==> src/rtl/shift_iter_pkg.sv <==
// Shared types for the iterative shifter.
// Op and FSM encodings plus default geometry.
package shift_iter_pkg;

  localparam int WIDTH_DEF = 16;
  localparam int CNT_W_DEF = 4;

  typedef enum logic [1:0] {
    OP_ROL = 2'b00,
    OP_SLL = 2'b01,
    OP_SRA = 2'b10,
    OP_SRL = 2'b11
  } op_e;

  typedef enum logic [1:0] {
    IDLE  = 2'b00,
    SHIFT = 2'b01,
    DONE  = 2'b10
  } state_e;

  // Index width for a counter that walks 0..n-1.
  function automatic int idx_w(input int n);
    return (n > 1) ? $clog2(n) : 1;
  endfunction

endpackage

==> src/rtl/shift_iter_step.sv <==
// One power-of-two shift stage, purely combinational.
// amt is one-hot, so it doubles as the shift distance.
module shift_step
  import shift_iter_pkg::*;
#(
  parameter int WIDTH = WIDTH_DEF,
  parameter int CNT_W = CNT_W_DEF
) (
  input  logic [WIDTH-1:0] In,
  input  op_e              Op,
  input  logic [CNT_W-1:0] amt,
  output logic [WIDTH-1:0] Out
);

  localparam logic [CNT_W:0] W_L = (CNT_W + 1)'(WIDTH);

  logic [CNT_W:0] rsh;

  assign rsh = W_L - {1'b0, amt};

  // Select the stage result for the requested op.
  always_comb begin
    Out = In;
    unique case (Op)
      OP_ROL: Out = (In << amt) | (In >> rsh);
      OP_SLL: Out = In << amt;
      OP_SRA: Out = $unsigned($signed(In) >>> amt);
      OP_SRL: Out = In >> amt;
      default: Out = In;
    endcase
  end

endmodule

==> src/rtl/shift_iter.sv <==
// Multi-cycle shifter: one binary stage per cycle.
// Fixed CNT_W-cycle latency, result held until taken.
module shift_iter
  import shift_iter_pkg::*;
#(
  parameter int WIDTH = WIDTH_DEF,
  parameter int CNT_W = CNT_W_DEF
) (
  input  logic             clk,
  input  logic             rst_n,
  input  logic             in_valid,
  output logic             in_ready,
  input  logic [WIDTH-1:0] In,
  input  logic [CNT_W-1:0] Cnt,
  input  logic [1:0]       Op,
  output logic             out_valid,
  input  logic             out_ready,
  output logic [WIDTH-1:0] Out,
  output logic             busy
);

  localparam int K_W = idx_w(CNT_W);
  localparam logic [K_W-1:0] K_LAST = K_W'(CNT_W - 1);
  localparam logic [CNT_W-1:0] ONE = CNT_W'(1);

  state_e           state_q, state_d;
  logic [K_W-1:0]   k_q, k_d;
  logic [CNT_W-1:0] cnt_q, cnt_d;
  op_e              op_q, op_d;
  logic [WIDTH-1:0] work_q, work_d;
  logic [WIDTH-1:0] out_q, out_d;
  logic             ov_q, ov_d;

  logic [CNT_W-1:0] amt;
  logic [WIDTH-1:0] step;
  logic [WIDTH-1:0] nxt;

  assign amt = ONE << k_q;

  shift_step #(
    .WIDTH(WIDTH),
    .CNT_W(CNT_W)
  ) u_step (
    .In (work_q),
    .Op (op_q),
    .amt(amt),
    .Out(step)
  );

  // Apply the stage only when this count bit is set.
  assign nxt = cnt_q[k_q] ? step : work_q;

  // State and datapath registers, synchronous reset.
  always_ff @(posedge clk) begin
    if (!rst_n) begin
      state_q <= IDLE;
      k_q     <= '0;
      cnt_q   <= '0;
      op_q    <= OP_ROL;
      work_q  <= '0;
      out_q   <= '0;
      ov_q    <= 1'b0;
    end else begin
      state_q <= state_d;
      k_q     <= k_d;
      cnt_q   <= cnt_d;
      op_q    <= op_d;
      work_q  <= work_d;
      out_q   <= out_d;
      ov_q    <= ov_d;
    end
  end

  // Next state and datapath updates.
  always_comb begin
    state_d = state_q;
    k_d     = k_q;
    cnt_d   = cnt_q;
    op_d    = op_q;
    work_d  = work_q;
    out_d   = out_q;
    ov_d    = ov_q;
    unique case (state_q)
      IDLE: begin
        if (in_valid) begin
          work_d  = In;
          cnt_d   = Cnt;
          op_d    = op_e'(Op);
          k_d     = '0;
          state_d = SHIFT;
        end
      end
      SHIFT: begin
        work_d = nxt;
        k_d    = k_q + K_W'(1);
        if (k_q == K_LAST) begin
          k_d     = '0;
          out_d   = nxt;
          ov_d    = 1'b1;
          state_d = DONE;
        end
      end
      DONE: begin
        if (out_ready) begin
          ov_d    = 1'b0;
          state_d = IDLE;
        end
      end
      default: begin
        state_d = IDLE;
        ov_d    = 1'b0;
        k_d     = '0;
      end
    endcase
  end

  // Handshake and status outputs.
  always_comb begin
    in_ready  = (state_q == IDLE);
    busy      = (state_q != IDLE);
    out_valid = ov_q;
    Out       = out_q;
  end

endmodule
==> config.mk <==
export PLATFORM = sky130hd
export DESIGN_NAME = shift_iter
export DESIGN_NICKNAME = d
export VERILOG_FILES = /design/src/rtl/shift_iter_pkg.sv /design/src/rtl/shift_iter_step.sv /design/src/rtl/shift_iter.sv
export SDC_FILE = /design/constraint.sdc
export NUM_CORES = 1
export LEC_CHECK = 0
export BUFFER_PORTS_ARGS = -buffer_cell sky130_fd_sc_hd__buf_4
export CAP_MARGIN = 20
export CORE_MARGIN = 8
export CORE_UTILIZATION = 57
export CTS_BUF_LIST = sky130_fd_sc_hd__clkbuf_16
export DETAILED_ROUTE_END_ITERATION = 10
export GPL_TIMING_DRIVEN = 0
export PLACE_DENSITY_LB_ADDON = 0.2
export SETUP_SLACK_MARGIN = 0.1
export SLEW_MARGIN = 20
export SYNTH_ARGS = -nofsm -noshare
export SYNTH_HDL_FRONTEND = slang
export SYNTH_SLANG_ARGS = --single-unit
==> constraint.sdc <==
create_clock -name clk -period 4.2 [get_ports clk]
set_input_delay 0.21 -clock clk [delete_from_list [all_inputs] [get_ports clk]]
set_output_delay 0.21 -clock clk [all_outputs]
set_load 0.1 [all_outputs]
# [Word-level counts from Yosys, hierarchy flattened]
# Index checks and enable logic that the tools add are counted.
[totals] latch_bits=0 output_inout_bits=19 input_bits=26 mem_count=0 rom_bits=0 ram_bits=0 ff_bits=43
[op_classes] eq_ne=9 n_mux=16 n_div=0 add_sub_neg=2 n_reduce_logical=10 bitwise=3 multipliers=0 order_cmp=1 n_shift=5
[op_table] cell="one-hot mux 16 bit (4 select lines)" count=1
[op_table] cell="two-way mux 16 bit" count=2
[op_table] cell="one-hot mux 16 bit (2 select lines)" count=1
[op_table] cell="bitwise OR 16 bit" count=1
[op_table] cell="<< shifter 16 x 4 -> 16 bit" count=1
[op_table] cell=">> shifter 16 x 4 -> 16 bit" count=1
[op_table] cell=">> shifter 16 x 5 -> 16 bit" count=1
[op_table] cell=">>> shifter 16 x 4 -> 16 bit" count=1
[op_table] cell="one-hot mux 2 bit (3 select lines)" count=2
[op_table] cell="two-way mux 2 bit" count=5
[op_table] cell="== test 2 bit (second input constant)" count=4
[op_table] cell="AND reduction 2 bit" count=4
[op_table] cell="!= test 2 bit (second input constant)" count=3
[op_table] cell="AND reduction 3 bit" count=2
[op_table] cell="subtractor 5 x 4 -> 5 bit (first input constant)" count=1
[op_table] cell="== test 2 x 1 -> 1 bit (second input constant)" count=2
[op_table] cell="zero test 2 bit" count=2
[op_table] cell="nonzero test 2 bit" count=2
[op_table] cell="<< shifter 1 x 2 -> 4 bit (first input constant)" count=1
[op_table] cell="less-than comparator 2 x 3 -> 1 bit (second input constant)" count=1
[op_table] cell="two-way mux 1 bit" count=3
[op_table] cell="one-hot mux 1 bit (3 select lines)" count=1
[op_table] cell="adder 2 x 1 -> 2 bit (second input constant)" count=1
[op_table] cell="binary-select mux 1 bit (select 2 bit)" count=1
[op_table] cell="NOT 1 bit" count=2

# [Logic depth before layout (Yosys ltp)]
# Gate-level depths: netlist of the first run.
[logic_depth] word_depth=7 mapped_depth=12

# [Cells and area by module]
# Synthesis of the first run repeated with hierarchy kept, for this count alone.
[unflattened] hier_cells=518 hier_area_um2=4216.5
[by_module_without_submodules] module="shift_step" area_per_inst_um2=2389.8 cells_each=328 n_inst=1
[by_module_without_submodules] module="shift_iter" area_per_inst_um2=1826.8 cells_each=190 n_inst=1

# [Least setup slack after synthesis of the first run]
# Ideal clock, no wire load.
[synth_timing] kind="reg-to-reg" start="register state_q[0]" end="register work_q[12]" setup_slack_ns=1.211 t_arrival_ns=2.902 stages_incl_launch_ff=9 synth_period_minus_slack_ns=2.989 cell_sequence="dfxtp_1 clkbuf_1 nor2_1 and2_1 clkbuf_1 clkbuf_1 a22o_1 nand2_1 o31ai_1"
[synth_via] elab_chain_cells=3 elab_cells_between_ends=6 cone_classes="2 x eq/ne; 1 x mux; 3 x reduce/logical"
[synth_rtl] element="start: declaration" line_no="shift_iter.sv:26" rtl="state_e state_q, state_d;"
[synth_rtl] element="start signal: assignment" line_no="shift_iter.sv:64" rtl="state_q <= state_d;"
[synth_rtl] element="zero test 2 bit (*)"
[synth_rtl] element="named net in_ready" line_no="shift_iter.sv:12" rtl="output logic in_ready,"
[synth_rtl] element="!= test 2 bit (no line) or nonzero test 2 bit (tied branches)"
[synth_rtl] element="AND reduction 2 bit (no line)"
[synth_rtl] element="end signal: assignment" line_no="shift_iter.sv:68" rtl="work_q <= work_d;"
[synth_rtl] element="end: declaration" line_no="shift_iter.sv:30" rtl="logic [WIDTH-1:0] work_q, work_d;"
# The timed path passes the listed nets; every way through them passes the cells marked *.
# A chain may end at the register's enable or synchronous reset.

# [Final worst setup path of the first run]
[layout_timing] start="register k_q[0]" end="register out_q[10] (netlist: Out[10])"
[layout_via] elab_chain_cells=6 elab_cells_between_ends=13 cone_classes="1 x add/sub; 1 x eq/ne; 5 x shift; 4 x mux; 1 x bitwise; 1 x reduce/logical"
[layout_rtl] element="start: declaration" line_no="shift_iter.sv:27" rtl="logic [K_W-1:0] k_q, k_d;"
[layout_rtl] element="start signal: assignment" line_no="shift_iter.sv:65" rtl="k_q <= k_d;"
[layout_rtl] element="<< shifter 1 x 2 -> 4 bit" line_no="shift_iter.sv:38" rtl="assign amt = ONE << k_q;"
[layout_rtl] element="subtractor 5 x 4 -> 5 bit" line_no="shift_iter_step.sv:19" rtl="assign rsh = W_L - {1'b0, amt};"
[layout_rtl] element=">> shifter 16 x 5 -> 16 bit" line_no="shift_iter_step.sv:25" rtl="OP_ROL: Out = (In << amt) | (In >> rsh);"
[layout_rtl] element="bitwise OR 16 bit" line_no="shift_iter_step.sv:25"
[layout_rtl] element="one-hot mux 16 bit (4 select lines)" line_no="shift_iter_step.sv:24" rtl="unique case (Op)"
[layout_rtl] element="two-way mux 16 bit" line_no="shift_iter.sv:51" rtl="assign nxt = cnt_q[k_q] ? step : work_q;"
[layout_rtl] element="end signal: assignment" line_no="shift_iter.sv:69" rtl="out_q <= out_d;"
[layout_rtl] element="end: declaration" line_no="shift_iter.sv:31" rtl="logic [WIDTH-1:0] out_q, out_d;"
# Several ways; a longest one is shown, not always the timed one. The select of a mux whose other input is x is not followed.

==> results.yml, run 1 <==
status:
  outcome: "finished clean"
cts:
  htreeDepth: 2
  clk_pin_slew_worst_paths_ns: 0.07
  cts_buffers: 5
  hold_buffers: 0
  clk_latency_ns: 0.30
  clock_sinks: 43
  cts_tree: "done"
  post_cts_buffers: 0
  cts-root-buf: "clkbuf_16"
  cts_buffer_depth: 2
synthesis:
  yosysTopAreaCell: "dfxtp_1"
  synth-async-reset-ratio_pct: 0
  ys_top_cells_by_count: "nand2_1, dfxtp_1, o21ai_0"
  synth_edf_count: 0
  synthCells: 504
  ys.flop_type: "dfxtp_1"
  synth_area_leaders: "dfxtp_1, mux4_2, mux2i_1, nand2_1, o21ai_0"
  yosys_warnings: 0
  yosysTopAreaCellShare_pct: 21.39
  ys_seq_elements: 43
  syn_nets: 538
  yosysMostFrequentCell: "nand2_1"
  synth_area_per_cell_sq_um: 7.986
  synth_area_sq_mm: 0.004025
  ys_seq_area_share_pct: 21.39
  ys_types: 62
power:
  powerDensity_mw_per_mm2: 286.7
  peakVddDrop_v: 0.0003756
  total_power_mw: 1.328
  cellLeakagePower_nw: 1.790
placement:
  portBuffers: 43
  place_congestion: 1.059
  dp_hpwl_um: 12620
finish:
  multi_input_area_sq_mm: 0.002908
  diodes: 0
  drive_above_1_share_pct: 17.84
  fillers: 573
  fin_nets: 588
  utilization_pct: 67.78
  area_delta_synth_final_pct: 15.05
  regArea_sq_um: 860.8
floorplanning:
  die_h_um: 100.0
  dieArea_sq_mm: 0.01001
  std_cell_rows: 30
  ios: 45
  start_util_pct: 58.92
  die_x_um: 100.0
  core_area_sq_mm: 0.006832
timing:
  slew_headroom_pct: 21.15
  final.period_utilization_pct: 94.67
  tightest_slew_ns: 1.166
  slew_viol_final: 0
  finalCriticalPeriod_ns: 3.976
  finalSetupViolCount: 0
  tns_ns: 0
  timing.hold.ws_ns: 0.1789
  hold_viol: 0
  fmax_mhz: 251.5
  rsz0062_at_grt: "no"
  clock_skew_ns: 0.009280
routing:
  drt-initial-drc-count: 656
  antenna_left: 0
  routed_via_density: 7.366
  drt_pass1_iterations: 8
  postRouteWirelength_um: 17130
  drc: 0
  avgRoutedWirePerCell_um: 26.31
  num_vias: 4795
worst_setup_path:
  worst_ep_required_time_ns: 4.40
  arrival_ns: 4.17
  worstPathMaxFanout: 10
  start_kind: "register"
  worst-r2r-setup-slack_ns: 0.22
  rr_startpoint: "k_q[0]$_SDFFE_PN0P_"
  critPathCaptureType: "register"
  reg2reg_depth: 10
  r2r-end: "Out[10]$_SDFFE_PN0P_"
  crit_type: "register to register"
min_path:
  hold_class: "input port to register"
  holdPathStages: 3
  min_from: "Cnt[2]"
  hold_path_end: "cnt_q[2]$_SDFFE_PN0P_"
flow_run:
  drv_cap: 0
global_route:
  antenna_found_initial: 0
  grt_usage_pct: 34.67
  grt_pass1_vias: 4665
  grt_pass1_wl_um: 26960
  overflow: 0
  grt_max_degree: 17
registers in the layout, indices dropped and copies added (netlist names):
signal and count:
cnt_q 4, work_q 16, Out 16, k_q 2, out_valid 1, op_q 2, state_q 2
cell type report:
cell class                      count  area share, %
Clock buffer                        5          2.702
Sequential cell                    43          18.59
Tap cell                           96          2.594
Inverter                           12         0.9727
Clock inverter                      3         0.5674
Buffer                             49          4.810
Timing Repair Buffer               43          6.971
Multi-Input combinational cell    400          62.79
critical path, cell delays in order, from the launching register on:
cell	delay (ns)
dfxtp_1	0.54
inv_1	0.19
ha_1	0.27
inv_1	0.08
buf_2	0.27
buf_1	0.52
nor3_1	0.11
o311ai_0	0.45
nor4b_1	0.99
o21ai_0	0.25
and2_1	0.21
per-stage QoR:
step | instances | area (sq um) | setup WS (ns)
finish | 651 | 4631 | 0.2238
global placement | 643 | 4468 | 0.2285
floorplan | 504 | 4025 | 1.211
global route | 651 | 4631 | 0.1721
detailed placement | 643 | 4468 | 0.1760
CTS | 651 | 4619 | 0.1441
kinds of logic (layout without fill, tap and decap cells):
| group | count (synthesis) | after routing | synth area share (%) |
|---|---|---|---|
| AO/OA/AOI/OAI | 165 | 165 | 28.01 |
| multiplexers | 58 | 58 | 20.95 |
| AND/OR/NAND/NOR | 169 | 169 | 20.52 |
| adder cells (fa/ha/maj) | 8 | 8 | 2.487 |
| flip-flops | 43 | 43 | 21.39 |
| buffers and inverters | 61 | 112 | 6.652 |
power breakdown:
| group | leakage, nW | internal, mW | switching (mW) |
|---|---|---|---|
| sequential | 0.351 | 0.425 | 0.0265 |
| clock | 0.0748 | 0.226 | 0.188 |
| combinational | 1.36 | 0.175 | 0.287 |
| total | 1.79 | 0.826 | 0.502 |
cells in the final DEF, fill, tap and decap left out, types with 12 or more instances in the layout:
cell type / instances
nor2_1: 26
buf_4: 45
mux4_2: 19
clkbuf_1: 31
nand3_1: 12
nor2b_1: 17
o21ai_0: 41
nand2_1: 66
dfxtp_1: 43
mux2i_1: 31
a21oi_1: 19
a21boi_0: 17
layer usage:
layer  GRT usage [%]  routed length, um  vias up
met4           20.70               1195        0
met1           43.82               6313     2208
met3           10.45               2436      119
li1                -                  -     1992
met5               0                  0        -
met2           50.69               7180      476
worst max path at each step:
| stage | startpoint | endpoint | slack [ns] | cells past startpoint |
|---|---|---|---|---|
| after floorplan | state_q[0]$_SDFFE_PN0P_ | work_q[12]$_SDFFE_PN0P_ | 1.21 | 8 |
| after global placement | k_q[0]$_SDFFE_PN0P_ | work_q[5]$_SDFFE_PN0P_ | 0.23 | 12 |
| after detailed placement | k_q[0]$_SDFFE_PN0P_ | work_q[5]$_SDFFE_PN0P_ | 0.18 | 12 |
| after CTS | k_q[0]$_SDFFE_PN0P_ | work_q[5]$_SDFFE_PN0P_ | 0.14 | 12 |
| after global routing | k_q[0]$_SDFFE_PN0P_ | Out[10]$_SDFFE_PN0P_ | 0.17 | 10 |
| final | k_q[0]$_SDFFE_PN0P_ | Out[10]$_SDFFE_PN0P_ | 0.22 | 10 |
repair_timing:
| action | CTS | global route |
|---|---|---|
| resized for setup | 0 | 2 |
| hold endpoints to repair | 0 | 0 |
| setup endpoints to repair | 0 | 2 |
Note: power is estimated with default switching activity, not from simulation.
==> inputs of run 2 (changes only) <==
--- a/config.mk
+++ b/config.mk
@@ -7,2 +7,3 @@
 export LEC_CHECK = 0
+export ABC_AREA = 1
 export BUFFER_PORTS_ARGS = -buffer_cell sky130_fd_sc_hd__buf_4
@@ -13,3 +14,2 @@
 export DETAILED_ROUTE_END_ITERATION = 10
-export GPL_TIMING_DRIVEN = 0
 export PLACE_DENSITY_LB_ADDON = 0.2
==> constraint.sdc (replaced) <==
create_clock -name clk -period 4.2 [get_ports clk]
set_input_delay 0.63 -clock clk [delete_from_list [all_inputs] [get_ports clk]]
set_output_delay 0.63 -clock clk [all_outputs]
set_load 0.1 [all_outputs]
==> results.yml, run 2 <==
routing:
  drt-initial-drc-count: 554
  drc: 0
  drt_pass1_iterations: 5
  avgRoutedWirePerCell_um: 18.19
  num_vias: 4982
  postRouteWirelength_um: 14880
  routed_via_density: 6.090
  antenna_left: 0
timing:
  clock_skew_ns: 0.004885
  hold_viol: 0
  finalSetupViolCount: 0
  tns_ns: 0
  rsz0062_at_grt: "no"
  slew_headroom_pct: 27.86
  fmax_mhz: 349.4
  tightest_slew_ns: 1.078
  final.period_utilization_pct: 68.15
  finalCriticalPeriod_ns: 2.862
  slew_viol_final: 0
synthesis:
  synth_area_leaders: "nand2_1, dfxtp_1, nand3_1, a21oi_1, o21ai_0"
  ys_top_cells_by_count: "nand2_1, nand3_1, inv_1"
  yosysTopAreaCell: "nand2_1"
  yosys_warnings: 0
  ys_types: 34
  yosysTopAreaCellShare_pct: 23.39
  synthCells: 702
  synth_edf_count: 0
  synth-async-reset-ratio_pct: 0
  ys_seq_area_share_pct: 21.46
  yosysMostFrequentCell: "nand2_1"
  ys_seq_elements: 43
  syn_nets: 736
  synth_area_per_cell_sq_um: 5.714
  ys.flop_type: "dfxtp_1"
  synth_area_sq_mm: 0.004011
worst_setup_path:
  rr_startpoint: "k_q[1]$_SDFFE_PN0P_"
  worstPathMaxFanout: 16
  crit_type: "register to register"
  reg2reg_depth: 13
  worst-r2r-setup-slack_ns: 1.34
  critPathCaptureType: "register"
  worst_ep_required_time_ns: 4.40
  r2r-end: "work_q[0]$_SDFFE_PN0P_"
  arrival_ns: 3.06
  start_kind: "register"
global_route:
  grt_pass1_wl_um: 23960
  overflow: 0
  grt_max_degree: 30
  antenna_found_initial: 0
  grt_usage_pct: 29.71
  grt_pass1_vias: 4840
cts:
  cts_buffer_depth: 2
  cts_buffers: 5
  clock_sinks: 43
  ctsResizeCount: 0
  htreeDepth: 2
  clk_latency_ns: 0.28
  post_cts_buffers: 0
  cts_tree: "done"
  cts-root-buf: "clkbuf_16"
  clk_pin_slew_worst_paths_ns: 0.06
  hold_buffers: 0
finish:
  fin_nets: 756
  final_common_cell: "nand2_1"
  layout_common_cells: "nand2_1, nand3_1, inv_1"
  finalNonFillerCells: 818
  fin_area_sq_mm: 0.004405
  drive_above_1_share_pct: 12.60
  area_delta_synth_final_pct: 9.825
  diodes: 0
placement:
  dp_hpwl_um: 11000
  portBuffers: 44
  place_congestion: 1.024
  dpl_cell_area_sq_mm: 0.004243
  dp.cells: 811
power:
  p_int_mw: 0.8626
  cellLeakagePower_nw: 2.128
  powerDensity_mw_per_mm2: 322.7
  swShare_pct: 39.33
  total_power_mw: 1.422
  netSwitchingPower_mw: 0.5593
  p_comb_share_pct: 36.3
  seqPwrFrac_pct: 33.1
  pwr-share-clk_pct: 30.6
  peakVddDrop_v: 0.0003798
floorplanning:
  dieArea_sq_mm: 0.009978
  ios: 45
  std_cell_rows: 30
  die_x_um: 99.89
  core_area_sq_mm: 0.006794
  start_util_pct: 59.04
  die_h_um: 99.89
status:
  outcome: "finished clean"
min_path:
  hold_path_end: "out_valid$_SDFFE_PN0P_"
  min_from: "out_valid$_SDFFE_PN0P_"
  holdPathStages: 2
  hold_class: "register to register"
flow_run:
  drv_cap: 0
==> run 2: cell types whose count changed after synthesis, sizes merged, moves of 20 or more <==
cell,previous run,this run
nand2,66,257
mux2i,31,0
clkbuf,31,6
nand3,12,115
mux4,20,0
a21oi,19,55
inv,9,63
nor2,26,46
==> run 2: cell families (layout without fill, tap and decap cells) <==
| family | after synthesis | after routing | share of synthesized area, % |
|---|---|---|---|
| AO/OA/AOI/OAI | 122 | 122 | 16.25 |
| adder cells (fa/ha/maj) | 8 | 8 | 2.495 |
| buffers and inverters | 102 | 122 | 13.07 |
| flip-flops | 43 | 43 | 21.46 |
| AND/OR/NAND/NOR | 427 | 427 | 46.72 |
==> run 2: worst max-delay path by stage <==
stage / from / endpoint / slack [ns] / cells after the start
after floorplan: state_q[1]$_SDFFE_PN0P_ / busy / 0.99 / 2
after global placement: k_q[1]$_SDFFE_PN0P_ / work_q[2]$_SDFFE_PN0P_ / 1.61 / 13
after detailed placement: k_q[1]$_SDFFE_PN0P_ / work_q[5]$_SDFFE_PN0P_ / 1.42 / 13
after CTS: k_q[1]$_SDFFE_PN0P_ / work_q[0]$_SDFFE_PN0P_ / 1.40 / 13
after global routing: k_q[1]$_SDFFE_PN0P_ / work_q[5]$_SDFFE_PN0P_ / 1.14 / 13
final: k_q[1]$_SDFFE_PN0P_ / work_q[0]$_SDFFE_PN0P_ / 1.34 / 13
==> run 2: final cells by class <==
cell class,instances,area [sq um]
clock buffers,5,125.1
clock inverters,2,37.54
fillers,622,2389
inverters,64,252.7
multi-input cells,557,2626
flip-flops and latches,43,860.8
well taps,96,120.1
repair buffers,51,382.9
==> run 2: critical path: stages (launching register included) <==
cell and delay (ns):
dfxtp_1 0.37, inv_1 0.19, ha_1 0.54, inv_8 0.12, ha_1 0.39, inv_1 0.27, nand3_1 0.14, nand3_1 0.10
nand3_1 0.08, nand3_1 0.07, nand3_1 0.12, nand2_1 0.17, nand2_1 0.07, a21oi_1 0.15
==> run 2: power by group through the flow <==
stage | Sequential (mW) | Clock [mW] | Combinational [mW]
after floorplan | 0.457 | 0 | 0.383
after global placement | 0.476 | 0 | 0.489
after detailed placement | 0.476 | 0 | 0.493
after CTS | 0.468 | 0.432 | 0.497
after global routing | 0.471 | 0.448 | 0.567
final | 0.471 | 0.435 | 0.516
==> run 2: per-layer routing <==
metal	part of all wire [%]	track usage, %	up-vias
li1	-	-	2320
met1	39	36.21	2222
met2	44	47.00	373
met3	12	6.505	67
met4	5.3	17.23	0
met5	0	0	-
==> run 2: stage by stage <==
step | setup slack, ns | hold WS [ns] | util [%]
4_1_cts | 1.405 | 0.4835 | 64.84
5_1_grt | 1.143 | 0.5192 | 64.84
3_3_place_gp | 1.610 | 0.4584 | 62.45
2_1_floorplan | 0.9915 | 0.4766 | -
6_report | 1.338 | 0.4761 | 64.84
3_5_place_dp | 1.422 | 0.4691 | 62.45
